File: src/rtl/drum_sample_player_if.sv
// drum_sample_player_if
// Avalon read-only bus between the drum sample player and its on-chip sample RAM.
// Ports (signals):
//   mem_address    - RAM word address (driven by the player, registered)
//   mem_chipselect - read strobe
//   mem_clken      - RAM clock enable
//   mem_readdata   - RAM q, valid one clock after the address is registered by the RAM
// Modports: master = player side, slave = RAM side.
interface drum_sample_player_if #(
    parameter int unsigned ADDR_W = 13,
    parameter int unsigned DATA_W = 16
);
    logic [ADDR_W-1:0] mem_address;
    logic              mem_chipselect;
    logic              mem_clken;
    logic [DATA_W-1:0] mem_readdata;

    modport master (
        output mem_address,
        output mem_chipselect,
        output mem_clken,
        input  mem_readdata
    );

    modport slave (
        input  mem_address,
        input  mem_chipselect,
        input  mem_clken,
        output mem_readdata
    );
endinterface

File: src/rtl/drum_sample_player.sv
// drum_sample_player
// Plays one signed PCM drum sample out of a single-port RAM, one word per audio tick.
// Ports:
//   clk, reset_n  - system clock, asynchronous active-low reset
//   trigger       - start / restart playback from word 0
//   sample_tick   - audio-rate strobe; each tick yields one sample_valid 3 clocks later
//   atten         - arithmetic right shift applied to each sample
//   mem           - Avalon master port to the sample RAM
//   sample_out    - current output sample (held between updates)
//   sample_valid  - one-cycle pulse when sample_out updates
//   busy          - playback in progress
//   done          - one-cycle pulse alongside the final sample
module drum_sample_player #(
    parameter int unsigned ADDR_W    = 13,
    parameter int unsigned DATA_W    = 16,
    parameter int unsigned NUM_WORDS = 6778
) (
    input  logic                     clk,
    input  logic                     reset_n,
    input  logic                     trigger,
    input  logic                     sample_tick,
    input  logic [3:0]               atten,
    drum_sample_player_if.master     mem,
    output logic signed [DATA_W-1:0] sample_out,
    output logic                     sample_valid,
    output logic                     busy,
    output logic                     done
);

    localparam logic [ADDR_W-1:0] LastAddr = ADDR_W'(NUM_WORDS - 1);

    typedef enum logic [1:0] {StIdle, StArmed, StRead, StCapture} state_e;

    state_e                   state_q;
    logic [ADDR_W-1:0]        addr_q;
    logic [ADDR_W-1:0]        mem_address_q;
    logic                     mem_chipselect_q;
    logic                     mem_clken_q;
    logic signed [DATA_W-1:0] sample_q;
    logic                     valid_q;
    logic                     busy_q;
    logic                     done_q;
    // Delays an idle tick so silence appears with the same 3-clock latency as a real read.
    logic [1:0]               idle_pipe_q;

    logic signed [DATA_W-1:0] rdata_s;
    logic signed [DATA_W-1:0] shifted;

    always_comb begin
        rdata_s = mem.mem_readdata;
        shifted = rdata_s >>> atten;
    end

    always_ff @(posedge clk or negedge reset_n) begin
        if (!reset_n) begin
            state_q          <= StIdle;
            addr_q           <= '0;
            mem_address_q    <= '0;
            mem_chipselect_q <= 1'b0;
            mem_clken_q      <= 1'b0;
            sample_q         <= '0;
            valid_q          <= 1'b0;
            busy_q           <= 1'b0;
            done_q           <= 1'b0;
            idle_pipe_q      <= '0;
        end else begin
            mem_clken_q      <= 1'b1;
            mem_chipselect_q <= 1'b0;
            valid_q          <= 1'b0;
            done_q           <= 1'b0;
            idle_pipe_q      <= {idle_pipe_q[0], sample_tick & (state_q == StIdle)};

            if (trigger) begin
                // Restart wins over everything; any pending read or silence is dropped.
                addr_q      <= '0;
                busy_q      <= 1'b1;
                state_q     <= StArmed;
                idle_pipe_q <= '0;
            end else begin
                if (idle_pipe_q[1]) begin
                    sample_q <= '0;
                    valid_q  <= 1'b1;
                end
                unique case (state_q)
                    StIdle: ;
                    StArmed: begin
                        if (sample_tick) begin
                            mem_address_q    <= addr_q;
                            mem_chipselect_q <= 1'b1;
                            state_q          <= StRead;
                        end
                    end
                    StRead: begin
                        state_q <= StCapture;
                    end
                    StCapture: begin
                        sample_q <= shifted;
                        valid_q  <= 1'b1;
                        if (addr_q == LastAddr) begin
                            done_q  <= 1'b1;
                            busy_q  <= 1'b0;
                            state_q <= StIdle;
                        end else begin
                            addr_q  <= addr_q + 1'b1;
                            state_q <= StArmed;
                        end
                    end
                endcase
            end
        end
    end

    assign mem.mem_address    = mem_address_q;
    assign mem.mem_chipselect = mem_chipselect_q;
    assign mem.mem_clken      = mem_clken_q;
    assign sample_out         = sample_q;
    assign sample_valid       = valid_q;
    assign busy               = busy_q;
    assign done               = done_q;

endmodule

File: src/flat_wrapper.sv
// flat-port wrapper written by rule: the top's interface ports become plain ports
module drum_sample_player_flat 
#(
    parameter int unsigned ADDR_W    = 13,
    parameter int unsigned DATA_W    = 16,
    parameter int unsigned NUM_WORDS = 6778
)
  (clk, reset_n, trigger, sample_tick, atten, sample_out, sample_valid, busy, done, mem_mem_address, mem_mem_chipselect, mem_mem_clken, mem_mem_readdata);
  drum_sample_player_if #(.ADDR_W(ADDR_W), .DATA_W(DATA_W)) mem_i ();
  input  logic clk;
  input  logic reset_n;
  input  logic trigger;
  input  logic sample_tick;
  input  logic [3:0] atten;
  output logic signed [DATA_W-1:0] sample_out;
  output logic sample_valid;
  output logic busy;
  output logic done;
  output wire logic [$bits(mem_i.mem_address)-1:0] mem_mem_address;
  output wire logic [$bits(mem_i.mem_chipselect)-1:0] mem_mem_chipselect;
  output wire logic [$bits(mem_i.mem_clken)-1:0] mem_mem_clken;
  input wire logic [$bits(mem_i.mem_readdata)-1:0] mem_mem_readdata;
  assign mem_mem_address = mem_i.mem_address;
  assign mem_mem_chipselect = mem_i.mem_chipselect;
  assign mem_mem_clken = mem_i.mem_clken;
  assign mem_i.mem_readdata = mem_mem_readdata;
  drum_sample_player #(.ADDR_W(ADDR_W), .DATA_W(DATA_W), .NUM_WORDS(NUM_WORDS)) u_core (.clk(clk), .reset_n(reset_n), .trigger(trigger), .sample_tick(sample_tick), .atten(atten), .mem(mem_i), .sample_out(sample_out), .sample_valid(sample_valid), .busy(busy), .done(done));
endmodule
File: config.mk
export PLATFORM = sky130hd
export DESIGN_NAME = drum_sample_player_flat
export DESIGN_NICKNAME = d
export VERILOG_FILES = /design/src/rtl/drum_sample_player_if.sv /design/src/rtl/drum_sample_player.sv /design/src/flat_wrapper.sv
export SDC_FILE = /design/constraint.sdc
export NUM_CORES = 1
export LEC_CHECK = 0
export ABC_CLOCK_PERIOD_IN_PS = 2100
export BUFFER_PORTS_ARGS = -buffer_cell sky130_fd_sc_hd__buf_2
export CAP_MARGIN = 20
export CORE_UTILIZATION = 45
export DETAILED_ROUTE_END_ITERATION = 6
export PLACE_DENSITY_LB_ADDON = 0.12
export SYNTH_ARGS = -nofsm -noshare
export SYNTH_HDL_FRONTEND = slang
export SYNTH_SLANG_ARGS = --single-unit
File: constraint.sdc
create_clock -name clk -period 2.1 [get_ports clk]
set_clock_uncertainty 0.15 [all_clocks]
set_input_delay 0.315 -clock clk [delete_from_list [all_inputs] [get_ports clk]]
set_output_delay 0.315 -clock clk [all_outputs]
set_load 0.005 [all_outputs]
**Yosys cells after proc, flatten, opt, wreduce, memory -nomap -nowiden**

Cells that the tools add are included.

- Output and inout port bits: 34
- Word-level logic and storage cells: 52
- Input port bits: 24
- Register bits after elaboration: 51

- Add/sub/neg operators: 1
- Reductions and logical operators: 10
- Shift-type cells: 1
- Muxes and demuxes: 22
- Bitwise logic cells: 2
- Eq/ne operators: 6

Operators with widths:

| cell | count |
|---|---|
| 2-to-1 mux 13 bit | 3 |
| 2-to-1 mux 16 bit | 2 |
| >>> shifter 16 x 4 -> 16 bit | 1 |
| adder 13 x 1 -> 13 bit, second input constant | 1 |
| equality test 13 bit, second input constant | 1 |
| 2-to-1 mux 1 bit | 13 |
| AND reduction 2 bit | 4 |
| 2-to-1 mux 2 bit | 3 |
| case mux 2 bit (3 select lines) | 1 |
| nonzero test 2 bit | 3 |
| equality test 2 bit, second input constant | 2 |
| nonzero test 4 bit | 1 |
| != test 3 bit, second input constant | 1 |
| AND reduction 3 bit | 1 |
| equality test 2 x 1 -> 1 bit, second input constant | 1 |
| zero test 2 bit | 1 |
| != test 2 bit, second input constant | 1 |
| AND 1 bit | 1 |
| inverter 1 bit | 1 |

**Longest topological paths before layout**

- Word-level depth: 4
- Gate-level depth with buffers: 6
- Mapped depth without buffers: 6

**Worst setup path after synthesis**

OpenSTA, ideal clock, no wires.

- Path kind: input to register
- Start: input port atten[0]
- End: register u_core.sample_q[0], in the netlist u_core.sample_out[0]
- Buffers on the path: 2
- Data required time: 1820 ps
- Stages on the path: 5
- Setup time: 130 ps
- Path slack: 153 ps
- Arrival: 1667 ps
- Cell sequence: buf_2 > buf_4 > mux4_2 > a222oi_1 > o21ai_1

- Word-level cells in the longest chain between the ends: 2

RTL lines:

| element | RTL line | text |
|---|---|---|
| start: declaration | flat_wrapper.sv:14 | `input logic [3:0] atten;` |
| >>> shifter 16 x 4 -> 16 bit | drum_sample_player.sv:51 | `shifted = rdata_s >>> atten;` |
| 2-to-1 mux 16 bit | drum_sample_player.sv:84 | `unique case (state_q)` |
| end signal: assignment | drum_sample_player.sv:97 | `sample_q <= shifted;` |
| end: declaration | drum_sample_player.sv:39 | `logic signed [DATA_W-1:0] sample_q;` |

No other way between the ends.
A chain may end at the register's enable or synchronous reset.

**Worst setup path after layout**

- Start: register u_core.addr_q[1]
- End: register u_core.addr_q[10]

- Word-level cells in the longest chain between the ends: 4
- Elaborated cells on any way between the ends: 7
- Classes of those cells: add/sub (1); eq/ne (2); mux (3); reduce/logical (1)

RTL lines:

| element | RTL line | text |
|---|---|---|
| start: declaration | drum_sample_player.sv:35 | `logic [ADDR_W-1:0] addr_q;` |
| start signal: assignment | drum_sample_player.sv:104 | `addr_q <= addr_q + 1'b1;` |
| adder 13 x 1 -> 13 bit | drum_sample_player.sv:104 |  |
| 2-to-1 mux 13 bit | drum_sample_player.sv:99 | `if (addr_q == LastAddr) begin` |
| 2-to-1 mux 13 bit | drum_sample_player.sv:84 |  |
| 2-to-1 mux 13 bit | drum_sample_player.sv:73 | `if (trigger) begin` |

Parallel ways exist; a longest one is shown, timed or not. The select of a mux whose other input is x is not followed.

==> report_table.html <==
<table>
<tr><th>Metric</th><th>Value</th></tr>
<tr><th colspan="2">Detailed routing</th></tr>
<tr><td>DR WL/cell</td><td>about 15 um</td></tr>
<tr><td>DRC violations left</td><td>0</td></tr>
<tr><td>1st-pass router iterations</td><td>5</td></tr>
<tr><td>Total via count after detailed routing</td><td>about 2200</td></tr>
<tr><td>Routed wire length</td><td>5.97 mm</td></tr>
<tr><td>Initial drt markers</td><td>roughly 110</td></tr>
<tr><td>Remaining antenna violation count</td><td>0</td></tr>
<tr><td>Detailed-route vias per instance</td><td>~5.6</td></tr>
<tr><th colspan="2">Yosys</th></tr>
<tr><td>Number of synthesized register bits</td><td>51</td></tr>
<tr><td>XOR/XNOR Fraction of Synth Area</td><td>roughly 1.6%</td></tr>
<tr><td>Prevailing post-synth register cell</td><td>sky130_fd_sc_hd__dfrtp_1</td></tr>
<tr><td>Largest family of logic cells by synthesized area</td><td>multiplexers</td></tr>
<tr><td>Post-Syn Nets</td><td>273</td></tr>
<tr><td>Post-synthesis share of cell area spent on full adders, half adders and majority gates</td><td>0.893%</td></tr>
<tr><td>Number of distinct library cells after synthesis</td><td>56</td></tr>
<tr><td>Top cell types by occurrence after synthesis</td><td>51 x sky130_fd_sc_hd__dfrtp_1, 25 x sky130_fd_sc_hd__nand2_1, 17 x sky130_fd_sc_hd__mux2_2</td></tr>
<tr><td>Sequential element share of the synthesized area</td><td>45.6%</td></tr>
<tr><td>Cell with the most instances after synthesis</td><td>sky130_fd_sc_hd__dfrtp_1</td></tr>
<tr><td>Top area cells in the synthesized netlist</td><td>sky130_fd_sc_hd__dfrtp_1 46%, sky130_fd_sc_hd__mux4_2 11%, sky130_fd_sc_hd__mux2_2 6.8%</td></tr>
<tr><td>Mapped Avg Cell Area</td><td>11.3 um2</td></tr>
<tr><td>Synthesized-area fraction occupied by ao, oa, aoi and oai cells</td><td>a little over an eighth</td></tr>
<tr><td>Number of warnings reported in the yosys synthesis log</td><td>0</td></tr>
<tr><td>Synthesized netlist cell count</td><td>247</td></tr>
<tr><td>Post-synthesis cell type with the largest combined area</td><td>sky130_fd_sc_hd__dfrtp_1</td></tr>
<tr><td>EDFF count, synth</td><td>0</td></tr>
<tr><td>Simple-gate area share of the yosys netlist</td><td>14.7%</td></tr>
<tr><td>Async set or reset register ratio after synthesis</td><td>100%</td></tr>
<tr><td>Post-Syn Area</td><td>~2800 um2</td></tr>
<tr><td>Fraction of synthesized area in multiplexers</td><td>20.6%</td></tr>
<tr><td>Fraction of synthesized cell area taken by the top area cell type</td><td>45.6%</td></tr>
<tr><th colspan="2">Timing</th></tr>
<tr><td>Period Utilization, post-route</td><td>92.0%</td></tr>
<tr><td>Maximum clock rate</td><td>between 500 and 600 MHz</td></tr>
<tr><td>Fin worst setup slack</td><td>0.168 ns</td></tr>
<tr><td>Worst Tran Pin Value</td><td>0.573 ns</td></tr>
<tr><td>Min Tclk post-route</td><td>~1.9 ns</td></tr>
<tr><td>Headroom to the max-slew limit</td><td>61.8%</td></tr>
<tr><td>TNS Setup</td><td>0 ns</td></tr>
<tr><td>Fin. Hold Viols</td><td>0</td></tr>
<tr><td>Final worst hold slack</td><td>0.106 ns</td></tr>
<tr><td>Number of max-slew violations in the final report</td><td>0</td></tr>
<tr><td>Number of setup violations in the final report</td><td>0</td></tr>
<tr><td>Setup repair after global routing missed its margin</td><td>false</td></tr>
<tr><th colspan="2">Finish</th></tr>
<tr><td>Fraction of layout cells with a size suffix above 1</td><td>~38%</td></tr>
<tr><td>Antenna cells</td><td>0</td></tr>
<tr><td>Layout Nets</td><td>341</td></tr>
<tr><td>Area added between synthesis and finish</td><td>19.7%</td></tr>
<tr><td>Final cell count without fillers</td><td>391</td></tr>
<tr><td>Number of filler instances in the final layout</td><td>540</td></tr>
<tr><th colspan="2">Critical path</th></tr>
<tr><td>Slowest cell delay on critical path</td><td>~0.48 ns</td></tr>
<tr><td>Worst Path Arrival</td><td>2.01 ns</td></tr>
<tr><td>Max FO, Critical Path</td><td>6</td></tr>
<tr><td>Crit path cell chain</td><td>ha_1 -&gt; nand2_1 -&gt; or3_1 -&gt; or4_1 -&gt; a21oi_1</td></tr>
<tr><td>Kind of end point of the critical path</td><td>flop</td></tr>
<tr><td>Flop-to-flop setup slack</td><td>between 0.15 and 0.2 ns</td></tr>
<tr><td>Critical Path Source Type</td><td>flop</td></tr>
<tr><td>Library cell contributing the largest single delay on the critical path</td><td>sky130_fd_sc_hd__or4_1</td></tr>
<tr><td>Worst Path Required</td><td>2.18 ns</td></tr>
<tr><td>Start-to-end type of the worst setup path</td><td>reg -&gt; reg</td></tr>
<tr><th colspan="2">Clocking</th></tr>
<tr><td>Max H-tree Level</td><td>2</td></tr>
<tr><td>Buffers from clock root to sink, at most</td><td>2</td></tr>
<tr><td>TritonCTS clock tree</td><td>yes</td></tr>
<tr><td>Skew-Pair Late Insertion Delay</td><td>0.30 ns</td></tr>
<tr><td>Clock buffers created by TritonCTS</td><td>5</td></tr>
<tr><td>Clock tree root driver cell</td><td>sky130_fd_sc_hd__clkbuf_8</td></tr>
<tr><td>Number of buffers added for setup after CTS</td><td>0</td></tr>
<tr><td>Number of clock sinks seen by CTS</td><td>51</td></tr>
<tr><td>Clock-pin transition on the worst setup and hold timing paths</td><td>0.09 ns</td></tr>
<tr><th colspan="2">Global routing</th></tr>
<tr><td>Global route overflow</td><td>0</td></tr>
<tr><td>GRT Total Usage</td><td>20.0%</td></tr>
<tr><td>Wire length of the first global-routing pass</td><td>9.86 mm</td></tr>
<tr><td>Via count of the first global-routing pass</td><td>2009</td></tr>
<tr><td>Maximum number of pins on one net before global-route repair</td><td>29</td></tr>
<tr><td>Initial antenna violation count</td><td>0</td></tr>
<tr><th colspan="2">Die</th></tr>
<tr><td>Starting density of the core</td><td>between 40% and 50%</td></tr>
<tr><td>Row count</td><td>28</td></tr>
<tr><td>Die Footprint</td><td>6540 um2</td></tr>
<tr><td>DIE HEIGHT</td><td>80.9 um</td></tr>
<tr><td>I/O pin count</td><td>58</td></tr>
<tr><td>X dimension of the die</td><td>80.9 um</td></tr>
<tr><td>Area of the core region</td><td>5960 um2</td></tr>
<tr><th colspan="2">Min path</th></tr>
<tr><td>Worst hold-check path type</td><td>in -&gt; reg</td></tr>
<tr><th colspan="2">Place</th></tr>
<tr><td>Number of buffer cells added on primary ports</td><td>57</td></tr>
<tr><td>Worst Setup Slack post-DPL</td><td>0.0179 ns</td></tr>
<tr><td>Total half-perimeter wirelength after legalization and detailed placement</td><td>4.54 mm</td></tr>
<tr><td>Number of cells after detailed placement</td><td>382</td></tr>
<tr><td>Routability cong.</td><td>0.814</td></tr>
<tr><th colspan="2">Outcome</th></tr>
<tr><td>Outcome</td><td>finished, final reports clean</td></tr>
<tr><th colspan="2">Power and ir drop</th></tr>
<tr><td>Largest vdd supply drop</td><td>0.000401 V</td></tr>
<tr><td>Pwr/cell area</td><td>roughly 650 nW/um2</td></tr>
<tr><td>Reported leakage power</td><td>0.00158 uW</td></tr>
<tr><th colspan="2">Run</th></tr>
<tr><td>Max-cap check violation count</td><td>0</td></tr>
</table>
## critical path, delay by kind of cell (launching register included)
family,cells,cell delay (ns)
simple gates,3,0.93
flops,1,0.44
compound gates,1,0.15
fa+ha+maj,1,0.21
## cells in the final DEF, fill, tap and decap left out, drive strengths merged, types with 3 or more instances in the layout
cell type / count
buf: 73
dfrtp: 51
nand2: 25
mux2: 18
nor2: 16
mux4: 15
o21ai: 15
a21oi: 14
inv: 8
clkbuf: 6
and2: 5
o31ai: 5
a22oi: 4
nor2b: 3
mux2i: 3
nand3: 3
or3: 3
xor2: 3
nor4: 3
## path summary, 6_finish.rpt
path / start / to / cells past startpoint
setup reg to reg: u_core.addr_q[1] / u_core.addr_q[10] / 5
setup / recovery: u_core.addr_q[1] / u_core.addr_q[10] / 5
max in group asynchronous: reset_n / u_core.addr_q[8] / 3
hold reg to reg: u_core.idle_pipe_q[0] / u_core.idle_pipe_q[1] / 1
hold / removal: sample_tick / u_core.idle_pipe_q[0] / 3
min in group asynchronous: reset_n / u_core.mem.mem_address[7] / 2
## kinds of logic after synthesis
| logic type | Yosys count |
|---|---|
| simple gates | 76 |
| compound gates | 55 |
| flops | 51 |
| mux | 36 |
| buf+inv | 21 |
| xor+xnor | 5 |
| fa+ha+maj | 2 |
| other cells | 1 |
## state kept, by name, indices dropped and copies added (netlist names)
name,flops
u_core.sample_out,16
u_core.mem.mem_address,13
u_core.addr_q,13
u_core.busy,1
u_core.mem.mem_clken,1
u_core.done,1
u_core.state_q,2
u_core.idle_pipe_q,2
u_core.mem.mem_chipselect,1
u_core.sample_valid,1
## where the power goes
part | leakage (uW) | switching (uW) | internal (uW)
combinational | 0.000856 | 225 | 246
clock | 0.0000412 | 319 | 233
sequential | 0.000678 | 64.0 | 1080
## repair_timing
item,4_1_cts,5_1_grt
resized for setup,0,0
hold endpoints to repair,23,0
hold buffers,1,0
## per-layer routing
layer / GRT usage (%) / routed length (um) / vias to the layer above
met3: 3.82 / 282 / 6
met2: 29.8 / 2770 / 74
met5: 0 / 0 / -
met1: 29.7 / 2850 / 1064
met4: 5.36 / 65 / 0
li1: - / - / 1055
## stage by stage
| stage | cell area, um2 | util (%) | power (uW) |
|---|---|---|---|
| CTS | 3350 | 56.3 | 2200 |
| global placement | 3260 | 54.7 | 1630 |
| finish | 3350 | 56.3 | 2170 |
| floorplan | 2800 | - | 1410 |
| detailed placement | 3260 | 54.7 | 1640 |
| global route | 3350 | 56.3 | 2310 |
## layout make-up
class                           count  area, um2  share of cell area (%)
Tap cell                           75       93.8                    2.80
Timing Repair Buffer               74        440                    13.1
Inverter                            8       30.0                   0.896
Clock buffer                        6       72.6                    2.16
Clock inverter                      2       12.5                   0.373
Sequential cell                    51       1280                    38.1
Multi-Input combinational cell    175       1430                    42.6
(Power assumes the default switching activity.)
